===== src/rtl/ldpc_cnu.sv =====
// ldpc_cnu: offset-min-sum LDPC check-node unit.
// Collects deg variable-to-check messages one per cycle, then emits deg
// check-to-variable messages one per cycle. Magnitudes are tracked as the two
// smallest values plus the position of the smallest. Signs are tracked as a
// running parity plus a per-index sign buffer.
module ldpc_cnu #(
    parameter int QW      = 8,
    parameter int MAX_DEG = 32,
    parameter int OFFSET  = 0,
    localparam int DW     = $clog2(MAX_DEG + 1)
) (
    input  logic          clk_i,
    input  logic          rst_ni,
    input  logic          flush_i,
    input  logic [DW-1:0] deg_i,
    input  logic          in_valid_i,
    output logic          in_ready_o,
    input  logic [QW-1:0] in_data_i,
    output logic          out_valid_o,
    input  logic          out_ready_i,
    output logic [QW-1:0] out_data_o,
    output logic          out_last_o,
    output logic          busy_o
);

    localparam logic [1:0] S_IDLE    = 2'd0;
    localparam logic [1:0] S_COLLECT = 2'd1;
    localparam logic [1:0] S_EMIT    = 2'd2;

    localparam logic [QW-2:0] MAG_MAX = {(QW-1){1'b1}};
    localparam logic [QW-2:0] OFF_MAG = (QW-1)'(OFFSET);
    localparam logic [DW-1:0] DEG_MIN = DW'(2);
    localparam logic [DW-1:0] DEG_MAX = DW'(MAX_DEG);

    logic [1:0]         state_q;
    logic [DW-1:0]      deg_q;
    logic [DW-1:0]      in_idx_q;
    logic [DW-1:0]      out_idx_q;
    logic [DW-1:0]      idx1_q;
    logic [QW-2:0]      min1_q;
    logic [QW-2:0]      min2_q;
    logic               parity_q;
    logic [MAX_DEG-1:0] sign_q;

    logic               idle;
    logic               emit;
    logic               in_hs;
    logic               out_hs;
    logic               in_last;
    logic [DW-1:0]      deg_clamped;
    logic [DW-1:0]      cur_idx;
    logic [QW-1:0]      abs_full;
    logic [QW-2:0]      in_mag;
    logic [QW-2:0]      base_min1;
    logic [QW-2:0]      base_min2;
    logic [DW-1:0]      base_idx1;
    logic               base_parity;
    logic [QW-2:0]      nxt_min1;
    logic [QW-2:0]      nxt_min2;
    logic [DW-1:0]      nxt_idx1;
    logic               out_sign_bit;
    logic [QW-2:0]      sel_min;
    logic [QW-2:0]      off_mag;
    logic [QW-1:0]      pos_val;

    assign idle   = (state_q == S_IDLE);
    assign emit   = (state_q == S_EMIT);

    // Ready is held low while reset is asserted and goes high once it releases.
    assign in_ready_o  = rst_ni & ~emit;
    assign out_valid_o = emit;
    assign busy_o      = ~idle;

    assign in_hs  = in_valid_i & in_ready_o;
    assign out_hs = out_valid_o & out_ready_i;

    // The degree is clamped into [2, MAX_DEG], so a node always has a COLLECT phase.
    assign deg_clamped = (deg_i < DEG_MIN) ? DEG_MIN :
                         (deg_i > DEG_MAX) ? DEG_MAX : deg_i;

    // The first message of a node is always index 0. A new node starts from a fresh baseline.
    assign cur_idx     = idle ? '0 : in_idx_q;
    assign in_last     = (state_q == S_COLLECT) && (in_idx_q == deg_q - DW'(1));
    assign base_min1   = idle ? MAG_MAX : min1_q;
    assign base_min2   = idle ? MAG_MAX : min2_q;
    assign base_idx1   = idle ? '0 : idx1_q;
    assign base_parity = idle ? 1'b0 : parity_q;

    // Two's complement magnitude. Only the most negative code overflows, and it saturates.
    assign abs_full = in_data_i[QW-1] ? (~in_data_i + QW'(1)) : in_data_i;
    assign in_mag   = abs_full[QW-1] ? MAG_MAX : abs_full[QW-2:0];

    // Insert the incoming magnitude into the running (min1, min2, idx1) triple.
    // NOTE: every always_comb output is given a default first, so no path can leave it unassigned and infer a latch.
    always_comb begin
        nxt_min1 = base_min1;
        nxt_min2 = base_min2;
        nxt_idx1 = base_idx1;
        if (in_mag < base_min1) begin
            nxt_min2 = base_min1;
            nxt_min1 = in_mag;
            nxt_idx1 = cur_idx;
        end else if (in_mag < base_min2) begin
            nxt_min2 = in_mag;
        end
    end

    // Fetch the stored sign of the message currently being answered.
    always_comb begin
        out_sign_bit = 1'b0;
        for (int k = 0; k < MAX_DEG; k++) begin
            if (out_idx_q == DW'(k)) out_sign_bit = sign_q[k];
        end
    end

    // Output for index i excludes its own input. It takes min2 at idx1 and min1 elsewhere.
    // The offset is applied afterwards, clamped at zero.
    assign sel_min = (out_idx_q == idx1_q) ? min2_q : min1_q;
    assign off_mag = (sel_min > OFF_MAG) ? (sel_min - OFF_MAG) : '0;
    assign pos_val = {1'b0, off_mag};

    // Negating a zero magnitude gives zero again, so a zero output never carries a sign.
    assign out_data_o = emit ? ((parity_q ^ out_sign_bit) ? (~pos_val + QW'(1)) : pos_val) : '0;
    assign out_last_o = emit && (out_idx_q == deg_q - DW'(1));

    // Control FSM, index counters and the running min/parity state.
    // NOTE: sequential state uses non-blocking assignments so that every flop samples pre-edge values.
    always_ff @(posedge clk_i or negedge rst_ni) begin
        if (!rst_ni) begin
            state_q   <= S_IDLE;
            deg_q     <= '0;
            in_idx_q  <= '0;
            out_idx_q <= '0;
            idx1_q    <= '0;
            min1_q    <= MAG_MAX;
            min2_q    <= MAG_MAX;
            parity_q  <= 1'b0;
        end else if (flush_i) begin
            state_q   <= S_IDLE;
            in_idx_q  <= '0;
            out_idx_q <= '0;
            idx1_q    <= '0;
            min1_q    <= MAG_MAX;
            min2_q    <= MAG_MAX;
            parity_q  <= 1'b0;
        end else begin
            if (in_hs) begin
                min1_q   <= nxt_min1;
                min2_q   <= nxt_min2;
                idx1_q   <= nxt_idx1;
                parity_q <= base_parity ^ in_data_i[QW-1];
            end
            case (state_q)
                S_IDLE: begin
                    if (in_hs) begin
                        deg_q    <= deg_clamped;
                        in_idx_q <= DW'(1);
                        state_q  <= S_COLLECT;
                    end
                end
                S_COLLECT: begin
                    if (in_hs) begin
                        if (in_last) begin
                            in_idx_q  <= '0;
                            out_idx_q <= '0;
                            state_q   <= S_EMIT;
                        end else begin
                            in_idx_q <= in_idx_q + DW'(1);
                        end
                    end
                end
                S_EMIT: begin
                    if (out_hs) begin
                        if (out_last_o) begin
                            out_idx_q <= '0;
                            state_q   <= S_IDLE;
                        end else begin
                            out_idx_q <= out_idx_q + DW'(1);
                        end
                    end
                end
                default: state_q <= S_IDLE;
            endcase
        end
    end

    // Per-index sign storage for the node being collected.
    // NOTE: no reset here, because each entry is written during COLLECT before EMIT reads it.
    always_ff @(posedge clk_i) begin
        if (in_hs && !flush_i) begin
            for (int k = 0; k < MAX_DEG; k++) begin
                if (cur_idx == DW'(k)) sign_q[k] <= in_data_i[QW-1];
            end
        end
    end

endmodule

===== config.mk =====
export PLATFORM = sky130hd
export DESIGN_NAME = ldpc_cnu
export DESIGN_NICKNAME = d
export VERILOG_FILES = /design/src/rtl/ldpc_cnu.sv
export SDC_FILE = /design/constraint.sdc
export NUM_CORES = 1
export LEC_CHECK = 0
export ABC_AREA = 1
export BUFFER_PORTS_ARGS = -buffer_cell sky130_fd_sc_hd__buf_2
export CAP_MARGIN = 0
export CORE_MARGIN = 2
export CORE_UTILIZATION = 62
export CTS_BUF_LIST = sky130_fd_sc_hd__clkbuf_16
export DETAILED_ROUTE_END_ITERATION = 7
export GPL_ROUTABILITY_DRIVEN = 0
export PLACE_DENSITY = 0.87
export REMOVE_ABC_BUFFERS = 1
export SYNTH_ARGS = -nofsm -noshare
export SYNTH_HDL_FRONTEND = slang
export SYNTH_SLANG_ARGS = --single-unit

===== constraint.sdc =====
create_clock -name clk_i -period 3.46 [get_ports clk_i]
set_input_delay 0 -clock clk_i [delete_from_list [all_inputs] [get_ports clk_i]]
set_output_delay 0 -clock clk_i [all_outputs]
set_load 0.01 [all_outputs]

* Yosys cells after proc, flatten, opt, wreduce, memory -nomap -nowiden
Cells that the tools add are included.
Storage, ports and cells: word-level logic and storage cells 255, output and inout port bits 12, input port bits 19, register bits 73
Cells by class: equal/unequal tests 72, reductions and logical operators 48, magnitude comparators 5, bitwise operators 10, mux-type cells 75, $add $sub $neg 5
Operators with widths (number):
- $eq 6x5->1 const B | 32
- $eq 6x4->1 const B | 16
- $mux 6 | 16
- $mux 7 | 12
- $reduce_and 2->1 | 33
- $eq 6x3->1 const B | 8
- $mux 1 | 35
- $eq 6x2->1 const B | 4
- $mux 8 | 3
- $pmux 6 s2 | 2
- $eq 6x6->1 | 3
- $add 8x1->8 const B | 2
- $lt 7x7->1 | 2
- $add 6x1->6 const B | 2
- $eq 6x1->1 const B | 2
- $logic_not 6->1 | 2
- $mux 2 | 6
- $ne 3x2->1 const B | 3
- $reduce_bool 3->1 | 3
- $not 7->8 | 1
- $not 8->8 | 1
- $gt 7x1->1 const B | 1
- $gt 6x6->1 const B | 1
- $lt 6x2->1 const B | 1
- 15 further kinds | 24

* Logic depth before layout (Yosys ltp)
Gate-level depths: netlist (run 1).
depth after elaboration 36, gate-level depth with buffers 45, mapped depth without buffers 44

* Worst setup path after synthesis (run 1)
Ideal clock, no wire load.
path kind register to output, start point reg out_idx_q[0], end point out out_data_o[3], required time 3.460 ns, stages on the path, launching flop included 40, slack 0.474 ns, arrival 2.986 ns, buffers on the path 0, cells stage by stage dfrtp_1 > inv_1 > ha_1 > nand2_4 > or2_1 > nand2_1 > nand2_1 > nand2_1 > nand2_1 > nand2_1 > nand3_1 > nand3_1 > nand2_1 > nand2_1 > nand2_1 > nand2_1 > nand2_1 > nand2_1 > [... 4 more ...] > nand2_1 > nand2_1 > nand2_1 > nand2_1 > nand2_1 > nand2_1 > nand2_1 > nand2_1 > nand2_1 > nand2_1 > nand2_1 > nand2_1 > nand3_2 > nand3_2 > nand2_2 > nand2_4 > nand3_1 > a21oi_1
On the way: longest elaborated chain between the ends 36, elaborated cells between the ends (all ways) 73, those cells by class 1 x add/sub; 1 x order compare; 32 x eq/ne; 36 x mux; 2 x bitwise; 1 x reduce/logical
Ends and longest elaborated chain:
- from (decl) | RTL line 38 | logic [DW-1:0] out_idx_q;
- from (signal assigned) | RTL line 178 | out_idx_q <= out_idx_q + DW'(1);
- $logic_not 6->1 | RTL line 112 | if (out_idx_q == DW'(k)) out_sign_bit = sign_q[k];
- $mux 1 (32 in series) | RTL line 112
- $xor 1x1->1 | RTL line 123 | assign out_data_o = emit ? ((parity_q ^ out_sign_bit) ? (~pos_val + QW'(1)) : pos_val) : '0;
- $mux 8 * (2 in series) | RTL line 123
- to (decl) | RTL line 21 | output logic [QW-1:0] out_data_o,
Mark *: on every way between the ends. The rest lies on a longest branch, timed or not.

* Final worst setup path (run 1)
start point reg out_idx_q[2], end point out out_data_o[1]
Same word-level chain as after synthesis.

==> impl_results.md, run 1 <==
* Initial antenna violation count at 0
* Register area share after synthesis at about two fifths
* Final Util at between 70% and 80%
* Largest net degree at the start of global routing at 42
* Commonest cells in the netlist: nor2_1 (126), nand2_1 (118), inv_1 (97)
* CTS Root Cell: clkbuf_16
* GR Overflow Total at 0
* Final min period at approximately 3.8 ns
* Antenna cells at 0
* Min-Delay Path Class: in -> reg
* Number of synthesized flops with an enable pin at 32
* Vias at about 5100
* Clock Path Buffers at 2
* Fmax at roughly 260 MHz
* Final count of negative-setup-slack endpoints at 7
* Non-filler cells, final at 850
* Sequential power share at roughly 33%
* Max cap viols at 0
* Routed WL at 14200 µm
* Net switching power at ~1.3 mW
* Slew Viols, Final at 0
* Max-slew headroom at 50.6%
* Num CTS Buffers at 9
* TritonRoute pass-1 iters at 6
* I/O pins at 31
* Primary FF master, synth: edfxtp_1
* Net Sw Frac at between 30% and 40%
* Internal power at 1.96 mW
* FF+latch count, synth at 73
* Synthesized cell area at between 0.005 and 0.006 mm²
* Clk slew on worst S/H paths at 0.06 ns
* Post-synthesis mux area share at 0%
* Failing checks: negative setup slack
* Power per Cell Area at around 540 mW/mm²
* Ys Warns at 0
* Worst Skew at 0.00950 ns
* Critical path endpoint category: output port
* Final period util at 109%
* CP max stage delay at ~0.48 ns
* Dpl cells at about 800
* H-tree Lvls at 3
* Clock power share at slightly below 30%
* Syn avg cell area at 7.44 µm²
* CTS tree: built
* Sink Count at 73
* Largest family of logic cells by synthesized area: simple AND/OR/NAND/NOR gates
* CP max-delay cell: dfrtp_2
* Fin nets at between 700 and 800
* Gr usage total at around 33%
* RSZ-0062 raised after global routing: true
* Vias in the first global route at 5013
* Slew @ Worst Pin at about 0.74 ns
* Crit Path Class: reg -> out
* WP data arrival at roughly 3.8 ns
* Layout cells sized above 1 at 19.1%
* First-pass GRT wire length at between 20000 and 25000 µm
* Port Buf Inserts at 30
* Drc violations at 0
* Share of the synthesized area in the top cell type at between 10% and 20%
* Die Wd at around 94 µm
* Post-route ant nets at 0
* Final Hold Violating Endpoints at 0
* Worst Path Required at 3.46 ns
* Xor/xnor cell area share of the yosys netlist at 4.17%
* Critical Path Fanout Max at 6
* Placed wire-length estimate at 9850 µm
* Leakage power total at roughly 2.6 nW
* Synth area leader: edfxtp_1
* Power consumption at around 3.2 mW
* Post-synthesis cell count at between 600 and 700
* Core footprint at 0.00781 mm²
* Syn-to-layout area delta at 19.0%
* Via density at ~6.0
* Post-Synth Adder-Cell Area at under 10%
* Synth Area in Compound Gates at ~14%
* Most frequent CP cell: nand2_1
* DRT iter0 DRCs at roughly 550
* Startpoint Class: register
* Maximum vdd drop at around 0.00058 V
* Final setup margin at -0.321 ns
* Unique masters post-synth at 47
* Run status: finished with violations
* Routed wire length per instance at 16.7 µm
* Most frequent cell after synthesis: nor2_1
* Starting Density at 64.6%
* FP Rows at 32
* Ranking of synthesized cells by area: edfxtp_1 (19%), dfrtp_1 (13%), nor2_1 (9.4%)
* Post-synthesis async set-or-reset flop share at between 50% and 60%
* Die Area at 0.00888 mm²
* Layout fillers at approximately 510
* Simple-gate portion of the synthesized area at between 20% and 30%
* Logic gate share of total power at 38.5%
* Worst skew pair latency at roughly 0.34 ns
* Die H at ~94 µm
* Setup TNS Final at -1.85 ns
==> layer usage <==
metal | track usage (%) | wire (µm) | vias to the layer above
li1 | - | - | 2374
met1 | 40.0 | 5370 | 2377
met2 | 58.2 | 7090 | 325
met3 | 5.46 | 1170 | 61
met4 | 17.0 | 548 | 0
met5 | 0 | 0 | -
==> path summary, 6_finish.rpt <==
path                               from             to  slack, ns  cells after the start
max                        out_idx_q[2]  out_data_o[1]      -0.32                     44
min                          in_valid_i     state_q[0]       0.04                      4
max reg2reg                    deg_q[0]   out_idx_q[5]       0.34                     14
min reg2reg                   min2_q[0]      min2_q[0]       0.50                      2
max in group asynchronous        rst_ni   out_idx_q[0]       2.78                      3
min in group asynchronous        rst_ni       deg_q[5]       0.29                      3
==> power groups by stage <==
stage / Clock (mW) / Sequential [mW] / Combinational (mW)
2_1_floorplan: 0 / 1.04 / 0.747
3_3_place_gp: 0 / 1.05 / 1.05
3_5_place_dp: 0 / 1.06 / 1.09
4_1_cts: 0.932 / 1.04 / 1.15
5_1_grt: 0.972 / 1.05 / 1.37
6_report: 0.931 / 1.05 / 1.24
==> cell usage in the layout, fill, tap and decap left out, types with 9 or more instances in the layout <==
| cell | n |
|---|---|
| ha_1 | 16 |
| nand3_1 | 31 |
| o21ai_0 | 44 |
| a21oi_1 | 28 |
| dfstp_2 | 14 |
| buf_4 | 28 |
| xor2_1 | 19 |
| buf_2 | 30 |
| clkbuf_16 | 9 |
| edfxtp_1 | 32 |
| dfrtp_1 | 24 |
| nand2_1 | 114 |
| inv_1 | 96 |
| o22ai_1 | 10 |
| nor2_1 | 123 |
==> cells by family (layout without fill, tap and decap cells) <==
group / Yosys count / in the layout
AOI/OAI and AO/OA: 121 / 121
and+or+nand+nor: 324 / 324
buffers and inverters: 116 / 186
xor gates and xnor gates: 24 / 24
adders and majority gates: 20 / 20
DFF: 73 / 73
==> sequential cells by signal, indices dropped and copies added, names as in the netlist <==
signal,flops
min1_q,7
state_q,2
min2_q,7
idx1_q,6
sign_q,32
out_idx_q,6
deg_q,6
parity_q,1
in_idx_q,6
==> metrics by stage <==
stage / hold WS, ns / instance area [µm²] / setup WS, ns
after floorplan: -0.296 / 4990 / 0.369
after global placement: 0.120 / 5410 / 0.208
after detailed placement: 0.111 / 5410 / 0.0442
after CTS: 0.0399 / 5910 / -0.181
after global routing: 0.0767 / 6010 / -0.705
final: 0.0402 / 6010 / -0.321
==> layout make-up <==
cell class | count | area (µm²) | area share [%]
Timing Repair Buffer | 67 | 462 | 7.69
Inverter | 103 | 392 | 6.52
Clock buffer | 9 | 225 | 3.75
Clock inverter | 7 | 68.8 | 1.15
Sequential cell | 73 | 2010 | 33.4
Tap cell | 102 | 128 | 2.12
Multi-Input combinational cell | 489 | 2720 | 45.3
==> worst max-delay path, delay by kind of cell (launching register included) <==
family | cells | cell delay, ns
buffers and inverters | 2 | 0.19
DFF | 1 | 0.48
and+or+nand+nor | 42 | 2.77
==> timing repair <==
item                                   in CTS  in global routing
gates resized for setup                    20                 16
setup buffers                               6                  4
cloned                                      0                  0
pin swaps                                   5                  9
endpoints found under the hold margin      32                  0
hold buffers                                7                  0
setup endpoints to repair                   7                 11
No activity file was read; power rests on OpenSTA's default activity.
==> run 2: changes to the inputs <==
--- a/config.mk
+++ b/config.mk
@@ -14,6 +14,7 @@
 export DETAILED_ROUTE_END_ITERATION = 7
 export GPL_ROUTABILITY_DRIVEN = 0
 export PLACE_DENSITY = 0.87
+export RECOVER_POWER = 25
 export REMOVE_ABC_BUFFERS = 1
 export SYNTH_ARGS = -nofsm -noshare
 export SYNTH_HDL_FRONTEND = slang
==> run 2 against run 1 <==
  * The flow finishes with violations (max-capacitance violations, max-slew violations, negative setup slack)
  * Clock skew grew 0.00060 ns
  * Power shrank 0.12%
  * Flip-flop and latch count is the same
  * Cell count is the same
  * Critical endpoint unchanged
  * Largest cell class unchanged
==> impl_results.md, run 2 (synthesis gave the netlist of run 1 again) <==
* Run status: finished with violations
* Failing checks: max-capacitance violations, max-slew violations, negative setup slack
* Via density at 6.05 (about the same)
* Maximum vdd drop at 0.000572 V (-0.70%)
* Post-route ant nets at 0 (unchanged)
* Final min period at 3.76 ns (-0.0195 ns)
* Critical path endpoint category: output port
* Die Wd at 94.2 µm (unchanged)
* CTS Root Cell: clkbuf_16
* Hold Path Cell Cnt at 4 (unchanged)
* Routed wire length per instance at 16.7 µm (about the same)
* CP max stage delay at 0.48 ns (about the same)
* Critical Path Fanout Max at 6 (unchanged)
* Fin nets at 782 (unchanged)
* Largest regs: sign_q (32), min1_q (7), min2_q (7)
* FP Rows at 32 (unchanged)
* Vias in the first global route at 5013 (unchanged)
* Min-Delay Path Class: in -> reg
* Final Instance Area at 0.00600 mm² (-0.15%)
* Starting Density at 64.6% (unchanged)
* Layout cells sized above 1 at 18.7% (-0.40 points)
* Clock Path Buffers at 2 (unchanged)
* WP data arrival at 3.76 ns (-0.02 ns)
* Min Hold Slack at 0.0383 ns (-0.00188 ns)
* Die H at 94.2 µm (unchanged)
* Layout fillers at 516 (+0.58%)
* Worst Skew at 0.0101 ns (+0.000603 ns)
* Setup TNS Final at -1.76 ns (+0.0950 ns)
* Port Buf Inserts at 30 (unchanged)
* Leakage power total at 2.58 nW (-0.39%)
* Core footprint at 0.00781 mm² (unchanged)
* Slew @ Worst Pin at 2.23 ns (+1.49 ns)
* Gr usage total at 33.5% (unchanged)
* Final Util at 76.8% (-0.11 points)
* Placed wire-length estimate at 9850 µm (unchanged)
* Commonest cells after routing, fill and taps aside: nor2_1 (123), nand2_1 (114), inv_1 (96)
* Routed WL at 14200 µm (about the same)
* Vias at 5140 (+0.058%)
* Final Hold Violating Endpoints at 0 (unchanged)
* Non-filler cells, final at 850 (unchanged)
* Max cap viols at 2 (+2)
* Syn-to-layout area delta at 18.9%
* Max-slew headroom at -48.7% (-99 points)
* Slew Viols, Final at 80 (+80)
* Num CTS Buffers at 9 (unchanged)
* Drc violations at 0 (unchanged)
* Startpoint Class: register
* Sink Count at 73 (unchanged)
* Largest net degree at the start of global routing at 42 (unchanged)
* Place WS at 0.0442 ns (unchanged)
* Power per Cell Area at 536 mW/mm² (about the same)
* Final count of negative-setup-slack endpoints at 7 (unchanged)
* Power consumption at 3.21 mW (-0.12%)
* Biggest register: sign_q
* Clk slew on worst S/H paths at 0.06 ns (about the same)
* Antenna cells at 0 (unchanged)
* Most frequent CP cell: nand2_1
* Initial antenna violation count at 0 (unchanged)
* DRT iter0 DRCs at 522 (-5.3%)
* I/O pins at 31 (unchanged)
* Crit Path Class: reg -> out
* Reg2Reg Depth at 14 (unchanged)
* H-tree Lvls at 3 (unchanged)
* GR Overflow Total at 0 (unchanged)
* Fmax at 266 MHz (+0.52%)
* First-pass GRT wire length at 23100 µm (unchanged)
* RSZ-0062 raised after global routing: true
* Max FFs per register at 32 (unchanged)
* Final period util at 109% (-0.56 points)
* CTS tree: built
* Commonest non-fill, non-tap cell in the layout: nor2_1
* CP max-delay cell: dfrtp_2
* Final setup margin at -0.302 ns (+0.0195 ns)
* TritonRoute pass-1 iters at 5 (-1)
* Worst Path Required at 3.46 ns (about the same)
* Worst skew pair latency at 0.34 ns (about the same)
* Placed cell area at 0.00541 mm² (unchanged)
* Dpl cells at 817 (unchanged)
* Die Area at 0.00888 mm² (unchanged)
[run 2: area by class of cell]
class | instances | area (µm²) | area share [%]
multi-input cells | 489 | 2720 | 45.4
clock buffers | 9 | 225 | 3.75
inverters | 103 | 392 | 6.53
clock inverters | 7 | 68.8 | 1.15
well taps | 102 | 128 | 2.13
flip-flops and latches | 73 | 2010 | 33.5
repair buffers | 67 | 453 | 7.55
[run 2: where the power goes]
group          internal, mW  total [mW]  switching [mW]  leakage [nW]
sequential            0.983        1.05          0.0651         0.797
combinational         0.417        1.24           0.820          1.63
clock                 0.559       0.930           0.371         0.152
[run 2: timing repair]
action / CTS / global route
setup buffers: 6 / 4
hold buffers: 7 / 0
endpoints found under the setup margin: 7 / 11
pin swaps: 5 / 9
resized for setup: 20 / 16
cloned: 0 / 0
hold endpoints to repair: 32 / 0
[run 2: worst paths after layout]
check,endpoint,slack [ns],startpoint
setup / recovery,out_data_o[1],-0.30,out_idx_q[2]
hold / removal,state_q[0],0.04,in_valid_i
setup reg to reg,out_idx_q[5],0.32,deg_q[0]
hold reg to reg,min2_q[0],0.50,min2_q[0]
max in group asynchronous,out_idx_q[0],1.05,rst_ni
min in group asynchronous,deg_q[5],0.98,rst_ni
[run 2: critical path: cells and delay by family, from the launching register on]
family	cells	cell delay [ns]
buf+inv	2	0.19
flops	1	0.48
simple gates	42	2.77
[run 2: routing by layer]
| layer | vias up | track usage, % | share of wire (%) | wire length, µm |
|---|---|---|---|---|
| met1 | 2385 | 40.0 | 38 | 5420 |
| li1 | 2377 | - | - | - |
| met5 | - | 0 | 0 | 0 |
| met3 | 62 | 5.46 | 8.2 | 1160 |
| met4 | 0 | 17.0 | 4.0 | 565 |
| met2 | 316 | 58.2 | 50 | 7040 |
